**src/rtl/rsp_s1_prep_pkg.sv**
```systemverilog
// Shared types and constants for the s1 prep phase generator and its entry table.
package rsp_s1_prep_pkg;

    localparam int unsigned PREP_PHASE_W = 16;

    typedef logic [PREP_PHASE_W-1:0] phase_t;

    typedef struct packed {
        phase_t start;
        phase_t step;
    } entry_t;

    typedef enum logic [1:0] {
        IDLE,
        PREP,
        RUN
    } state_t;

    localparam logic MODE_CONTIG = 1'b0;
    localparam logic MODE_PAIRED = 1'b1;

endpackage

```
**src/rtl/rsp_s1_prep_entry_regfile.sv**
```systemverilog
// Phase entry table: one write port, a config read port and a frame-select read port,
// both with 1-cycle registered read. Kept separate so it can become an spram macro.
module rsp_s1_prep_entry_regfile #(
    parameter int unsigned ENTRY_NUM = 32,
    parameter int unsigned ENTRY_AW  = $clog2(ENTRY_NUM),
    parameter int unsigned DATA_W    = 32
) (
    input  logic                clk,
    input  logic                rst_n,
    input  logic                wr_en,
    input  logic [ENTRY_AW-1:0] wr_addr,
    input  logic [DATA_W-1:0]   wr_data,
    input  logic                rd_en,
    input  logic [ENTRY_AW-1:0] rd_addr,
    output logic [DATA_W-1:0]   rd_data,
    input  logic                sel_rd_en,
    input  logic [ENTRY_AW-1:0] sel_addr,
    output logic [DATA_W-1:0]   sel_data
);

    logic [DATA_W-1:0] mem_q [ENTRY_NUM];
    logic [DATA_W-1:0] rd_data_q;
    logic [DATA_W-1:0] sel_data_q;

    // Contents are not reset; the write counter in the top tracks validity.
    always_ff @(posedge clk) begin
        if (wr_en) begin
            mem_q[wr_addr] <= wr_data;
        end
    end

    // Reads see the pre-write contents on a same-address collision.
    always_ff @(posedge clk or negedge rst_n) begin
        if (!rst_n) begin
            rd_data_q  <= '0;
            sel_data_q <= '0;
        end else begin
            if (rd_en) begin
                rd_data_q <= mem_q[rd_addr];
            end
            if (sel_rd_en) begin
                sel_data_q <= mem_q[sel_addr];
            end
        end
    end

    assign rd_data  = rd_data_q;
    assign sel_data = sel_data_q;

endmodule

```
**src/rtl/rsp_s1_prep_phase_gen_mlane.sv**
```systemverilog
// Multi-lane phase generator: selects a {start, step} entry per frame and emits LANES
// accumulated phase words per valid input beat.
module rsp_s1_prep_phase_gen_mlane
    import rsp_s1_prep_pkg::*;
#(
    parameter int unsigned LANES     = 4,
    parameter int unsigned PHASE_W   = 16,
    parameter int unsigned ENTRY_NUM = 32,
    parameter int unsigned ENTRY_AW  = $clog2(ENTRY_NUM)
) (
    input  logic                     clk,
    input  logic                     rst_n,
    input  logic                     i_cfg_wr_en,
    input  logic                     i_cfg_rd_en,
    input  logic [ENTRY_AW-1:0]      i_cfg_addr,
    input  logic [2*PHASE_W-1:0]     i_cfg_wdata,
    output logic [2*PHASE_W-1:0]     o_cfg_rdata,
    input  logic                     i_mode,
    input  logic [ENTRY_AW-1:0]      i_entry_sel,
    input  logic                     i_start,
    input  logic                     i_data_valid,
    input  logic                     i_data_last,
    output logic [LANES*PHASE_W-1:0] o_phase,
    output logic                     o_valid,
    output logic                     o_last,
    output logic                     o_busy,
    output logic                     o_tbl_ready,
    output logic                     o_err
);

    localparam int unsigned LANE_LG = $clog2(LANES);
    localparam int unsigned CNT_W   = ENTRY_AW + 1;
    localparam logic [CNT_W-1:0] CNT_FULL = CNT_W'(ENTRY_NUM);

    typedef logic [PHASE_W-1:0] lane_t;

    state_t                        state_q, state_d;
    logic                          mode_q, mode_d;
    logic                          sel_rd_en;
    logic [2*PHASE_W-1:0]          sel_data;
    lane_t                         sel_start, sel_step;
    logic [LANES-1:0][PHASE_W-1:0] acc_q, acc_d;
    logic [LANES-1:0][PHASE_W-1:0] phase_q, phase_d;
    lane_t                         adv_q, adv_d;
    logic                          valid_q, valid_d;
    logic                          last_q, last_d;
    logic                          err_q, err_d;
    logic [CNT_W-1:0]              wr_cnt_q;
    logic                          tbl_ready;

    // Constant multiply by a small lane index, unrolled into shifted adds.
    function automatic lane_t mul_small(input lane_t x, input int unsigned m);
        lane_t r;
        r = '0;
        for (int unsigned b = 0; b < LANE_LG; b++) begin
            if (m[b]) begin
                r = r + lane_t'(x << b);
            end
        end
        return r;
    endfunction

    rsp_s1_prep_entry_regfile #(
        .ENTRY_NUM (ENTRY_NUM),
        .ENTRY_AW  (ENTRY_AW),
        .DATA_W    (2 * PHASE_W)
    ) u_regfile (
        .clk       (clk),
        .rst_n     (rst_n),
        .wr_en     (i_cfg_wr_en),
        .wr_addr   (i_cfg_addr),
        .wr_data   (i_cfg_wdata),
        .rd_en     (i_cfg_rd_en),
        .rd_addr   (i_cfg_addr),
        .rd_data   (o_cfg_rdata),
        .sel_rd_en (sel_rd_en),
        .sel_addr  (i_entry_sel),
        .sel_data  (sel_data)
    );

    // The select port register holds the frame's entry until the next start.
    assign {sel_start, sel_step} = sel_data;
    assign tbl_ready = (wr_cnt_q == CNT_FULL);

    always_comb begin
        state_d   = state_q;
        mode_d    = mode_q;
        sel_rd_en = 1'b0;
        acc_d     = acc_q;
        adv_d     = adv_q;
        phase_d   = phase_q;
        valid_d   = 1'b0;
        last_d    = 1'b0;
        err_d     = 1'b0;
        unique case (state_q)
            IDLE: begin
                if (i_start) begin
                    if (tbl_ready) begin
                        mode_d    = i_mode;
                        sel_rd_en = 1'b1;
                        state_d   = PREP;
                    end else begin
                        err_d = 1'b1;
                    end
                end
                if (i_data_valid) begin
                    err_d = 1'b1;
                end
            end
            PREP: begin
                for (int unsigned k = 0; k < LANES; k++) begin
                    acc_d[k] = sel_start + ((mode_q == MODE_PAIRED) ?
                                            mul_small(sel_step, k >> 1) :
                                            mul_small(sel_step, k));
                end
                adv_d   = (mode_q == MODE_PAIRED) ? lane_t'(sel_step << (LANE_LG - 1)) :
                                                    lane_t'(sel_step << LANE_LG);
                state_d = RUN;
                if (i_data_valid) begin
                    err_d = 1'b1;
                end
            end
            RUN: begin
                if (i_start && !(i_data_valid && i_data_last)) begin
                    // Abort: drop the frame and restart from a freshly sampled entry.
                    err_d     = 1'b1;
                    mode_d    = i_mode;
                    sel_rd_en = 1'b1;
                    state_d   = PREP;
                end else if (i_data_valid) begin
                    phase_d = acc_q;
                    valid_d = 1'b1;
                    last_d  = i_data_last;
                    for (int unsigned k = 0; k < LANES; k++) begin
                        acc_d[k] = acc_q[k] + adv_q;
                    end
                    if (i_data_last) begin
                        state_d = IDLE;
                        if (i_start) begin
                            mode_d    = i_mode;
                            sel_rd_en = 1'b1;
                            state_d   = PREP;
                        end
                    end
                end
            end
            default: state_d = IDLE;
        endcase
    end

    always_ff @(posedge clk or negedge rst_n) begin
        if (!rst_n) begin
            state_q <= IDLE;
            mode_q  <= MODE_CONTIG;
            acc_q   <= '0;
            adv_q   <= '0;
            phase_q <= '0;
            valid_q <= 1'b0;
            last_q  <= 1'b0;
            err_q   <= 1'b0;
        end else begin
            state_q <= state_d;
            mode_q  <= mode_d;
            acc_q   <= acc_d;
            adv_q   <= adv_d;
            phase_q <= phase_d;
            valid_q <= valid_d;
            last_q  <= last_d;
            err_q   <= err_d;
        end
    end

    always_ff @(posedge clk or negedge rst_n) begin
        if (!rst_n) begin
            wr_cnt_q <= '0;
        end else if (i_cfg_wr_en && !tbl_ready) begin
            wr_cnt_q <= wr_cnt_q + 1'b1;
        end
    end

    assign o_phase     = phase_q;
    assign o_valid     = valid_q;
    assign o_last      = last_q;
    assign o_err       = err_q;
    assign o_busy      = (state_q != IDLE);
    assign o_tbl_ready = tbl_ready;

endmodule

```
**config.mk**
```make
export PLATFORM = sky130hd
export DESIGN_NAME = rsp_s1_prep_phase_gen_mlane
export DESIGN_NICKNAME = d
export VERILOG_FILES = /design/src/rtl/rsp_s1_prep_pkg.sv /design/src/rtl/rsp_s1_prep_entry_regfile.sv /design/src/rtl/rsp_s1_prep_phase_gen_mlane.sv
export SDC_FILE = /design/constraint.sdc
export NUM_CORES = 2
export LEC_CHECK = 0
export BUFFER_PORTS_ARGS = -buffer_cell sky130_fd_sc_hd__clkbuf_2
export CAP_MARGIN = 20
export CORE_MARGIN = 2
export CORE_UTILIZATION = 50
export DETAILED_ROUTE_END_ITERATION = 8
export GPL_ROUTABILITY_DRIVEN = 0
export PLACE_DENSITY = 0.78
export SLEW_MARGIN = 20
export SYNTH_ARGS = -nofsm -noshare
export SYNTH_HDL_FRONTEND = slang
export SYNTH_SLANG_ARGS = --single-unit
export TNS_END_PERCENT = 50
```
**constraint.sdc**
```tcl
create_clock -name clk -period 5.1 [get_ports clk]
set_clock_uncertainty 0.15 [all_clocks]
set_input_delay 1.02 -clock clk [delete_from_list [all_inputs] [get_ports clk]]
set_output_delay 1.02 -clock clk [all_outputs]
set_load 0.02 [all_outputs]
```
==> impl.org <==
** Status
- Outcome :: completed

** Route
- Average routed wire per standard cell :: 31.3 µm
- Dividing the detail-routed via count by the number of cells gives 6.79.
- Antenna-violating nets left :: 0
- After detailed routing, the total wire length is 175000 µm.
- Before antenna repair, the detailed router went through 7 iterations.
- The routed layout has 38000 vias.
- In the routed design, unresolved DRC markers number 0.
- 1st-iter DRT viols :: 5538

** Layout
- Relative to the synthesized area, the layout overhead comes to 13.0%.
- Summing all non-filler instances in the final layout gives an area of 68500 µm².
- Commonest non-fill, non-tap cells in the layout :: 1024 x sky130_fd_sc_hd__edfxtp_1, 589 x sky130_fd_sc_hd__mux4_2, 337 x sky130_fd_sc_hd__nand2_1, 219 x sky130_fd_sc_hd__dfrtp_1, 199 x sky130_fd_sc_hd__nor2_1
- The library cell used most frequently in the layout, excluding fill and tap cells, is sky130_fd_sc_hd__edfxtp_1.
- Summing all multi-input logic gate instances after layout gives 23400 µm².
- Filler cell count :: 8886
- Cells fill 57.0% of the core in the end.
- Count of non-filler cells in the finished layout :: 5594
- Final layout net count :: 4045
- Registers take 36200 µm².
- Share of cells above drive strength 1 :: 29.1%

** Die
- Height of the die :: 352 µm
- For this configuration, the core starts out at a cell density of 50.4%.
- The floorplan step defined a die boundary enclosing 124000 µm².
- The die is 352 µm wide.
- The initialized floorplan defines 127 standard-cell rows.
- Number of primary I/O pins :: 151
- Core Region :: 120000 µm²

** Setup path
- Slowest cell delay on critical path :: 0.48 ns
- Setup crit end kind :: flop
- Along the worst path, the maximum fanout reaches 7.
- Data required time of the worst path :: 5.54 ns
- The slowest stage of the critical path belongs to the cell sky130_fd_sc_hd__dfrtp_1.
- The critical path contains buffers and inverters numbering 0 combined.
- Crit path kind :: flop to flop
- Data on the critical path arrives at its endpoint at 4.71 ns.
- On the critical path the largest part of the delay comes from compound AO/OA/AOI/OAI gates.
- Cell-by-cell listing of the critical path :: ha_1 > a21o_1 > a21oi_1 > nor2b_1 > o21a_1 > o41ai_4 > o21ai_1 > o31ai_1 > xor2_1 > o21ai_0 > ha_1 > or2_2 > a211oi_1 > o21ai_0 > o22ai_2 > xnor2_1 > xnor2_1 > o221ai_1
- CP Launch Type :: flop

** Job
- Max cap viols :: 0

** Logic synthesis
- In the synthesized netlist the dominant register cell turns out to be sky130_fd_sc_hd__edfxtp_1.
- After synthesis the netlist holds a flip-flop and latch count of 1243.
- Post-Syn Nets :: 3860
- Each instance of the synthesized netlist takes up on average 16.5 µm².
- During synthesis, Yosys emitted a total of 0 warnings.
- After synthesis the cells add up to 60600 µm².
- Post-synth EDFFs :: 1024
- Counting every instance in the synthesized netlist gives 3682.
- Register area share after synthesis :: 59.8%
- Proportion of register bits with asynchronous set or reset after synthesis :: 17.6%
- Count of unique library cells instantiated by Yosys :: 70

** STA
- In the finished design, the share of the clock period the worst path needs comes to 83.8%.
- Count of endpoints failing setup in the final report :: 0
- Setup Total Neg Slack :: 0 ns
- Measured slew at the worst slew-check pin :: 1.12 ns
- Timing would allow up to 234 MHz.
- Setup repair after global routing left no endpoint under its margin.
- Post-layout min period :: 4.27 ns
- Headroom to the max-slew limit came out at 25.2%.
- After layout, the worst setup slack is 0.827 ns.
- Hold Vio Cnt, Final :: 0
- Tightest hold margin :: 0.203 ns
- The number of pins exceeding their max-slew limit in the final report is 0.

** Place
- Area post-placement :: 64000 µm²
- Port buffering added 150 buffers.
- Pre-CTS WS :: 0.824 ns
- After legalization and detailed placement, the total HPWL measured 105000 µm.
- Number of cells in the design after placement :: 5345

** CTS
- In this run the post-CTS setup repair buffer count came out at 0.
- CTS max path bufs :: 3
- The number of hold buffers added after CTS was 0.
- In this run, post-CTS repair resized a total of 0 instances.
- CTS placed an instance of sky130_fd_sc_hd__clkbuf_16 at the clock tree root.
- Register clock-pin slew on the reported worst setup and hold paths :: 0.06 ns
- TritonCTS built the clock tree.
- Number of sinks handled by clock tree synthesis :: 1243
- The later pin in the worst-skew pair is clocked with a latency of 0.75 ns.
- Number of buffers inserted during clock tree synthesis :: 132
- In this run the number of H-tree levels came out at 4.

** Pwr
- Total design power :: 33.7 mW
- VDD sags by at most 0.335 mV.
- For this design the static power due to leakage is 23.9 nW.
- Power density of the placed cells :: 492 nW/µm²

** Global route
- In the global route stage, met2 resource usage came out at 45.5%.
- The number of antenna violations at the first check in global routing was 14.
- In the global route stage, met1 resource usage came out at 36.2%.
- Remaining global-route overflow :: 0
- Global routing used 28.2% of the available tracks across all layers.
- Most used routing layer :: met2
- Global Route met3 Usage :: 7.15%
- Wire length of the first global-routing pass :: 256000 µm
- Maximum number of pins on one net before global-route repair :: 111
- Via count of the first global-routing pass :: 38200

** Worst hold path
- In this run the worst hold path is classified as input pin to async pin.
-- kinds of logic after synthesis --
group	share of synthesized area (%)
AO/OA/AOI/OAI	5.06
XOR/XNOR	1.40
adder cells (fa/ha/maj)	2.74
buffers and inverters	2.12
flip-flops	59.8
multiplexers	23.7
AND/OR/NAND/NOR	5.17
-- synthesized netlist by cell type, types with 32 or more instances --
master / n / area share, %
sky130_fd_sc_hd__a21oi_1: 183 / 1.5
sky130_fd_sc_hd__a31oi_1: 32 / 0.33
sky130_fd_sc_hd__buf_1: 44 / 0.27
sky130_fd_sc_hd__buf_2: 39 / 0.32
sky130_fd_sc_hd__clkbuf_1: 112 / 0.69
sky130_fd_sc_hd__dfrtp_1: 219 / 9.0
sky130_fd_sc_hd__edfxtp_1: 1024 / 51
sky130_fd_sc_hd__ha_1: 120 / 2.5
sky130_fd_sc_hd__inv_1: 53 / 0.33
sky130_fd_sc_hd__mux2i_1: 91 / 1.5
sky130_fd_sc_hd__mux4_2: 589 / 22
sky130_fd_sc_hd__nand2_1: 338 / 2.1
sky130_fd_sc_hd__nor2_1: 228 / 1.4
sky130_fd_sc_hd__nor3_1: 38 / 0.31
sky130_fd_sc_hd__o21ai_0: 98 / 0.81
sky130_fd_sc_hd__xnor2_1: 53 / 0.77
sky130_fd_sc_hd__xor2_1: 44 / 0.64
-- routing by layer --
layer / wire [µm] / up-vias
met1: 60300 / 19400
met3: 21500 / 536
met4: 8280 / 12
met5: 77 / -
li1: - / 15200
met2: 84800 / 2776
-- registers in the layout (all words and copies together), names as in the netlist --
| name | count |
|---|---|
| state_q | 2 |
| u_regfile.rd_data | 32 |
| mode_q | 1 |
| o_err | 1 |
| u_regfile.sel_data | 32 |
| o_last | 1 |
| o_phase | 64 |
| o_valid | 1 |
| wr_cnt_q | 6 |
| u_regfile.mem_q | 1024 |
| acc_q | 64 |
| adv_q | 15 |
-- power by group --
group	switching (mW)	internal (mW)	total, mW
Clock	4.14	5.75	9.88
Sequential	0.906	11.8	12.7
Combinational	6.45	4.66	11.1
-- layout make-up --
| class | count | share of cell area [%] |
|---|---|---|
| inverters | 54 | 0.296 |
| well taps | 1612 | 2.94 |
| multi-input cells | 2153 | 34.1 |
| repair buffers | 283 | 3.19 |
| flip-flops and latches | 1243 | 52.9 |
| diodes | 7 | 0.0256 |
| clock buffers | 175 | 5.37 |
| clock inverters | 67 | 1.17 |
-- final timing paths --
| kind | slack (ns) | cells after the start | to | start |
|---|---|---|---|---|
| max in group asynchronous | 3.64 | 2 | u_regfile.rd_data[27] | rst_n |
| hold / removal | 0.20 | 1 | o_phase[34] | rst_n |
| hold reg to reg | 0.32 | 2 | o_phase[48] | acc_q[48] |
| setup reg to reg | 0.83 | 18 | acc_q[63] | u_regfile.sel_data[1] |
| min in group clk | 0.32 | 2 | o_phase[48] | acc_q[48] |
| setup / recovery | 0.83 | 18 | acc_q[63] | u_regfile.sel_data[1] |
(Power assumes the default switching activity.)
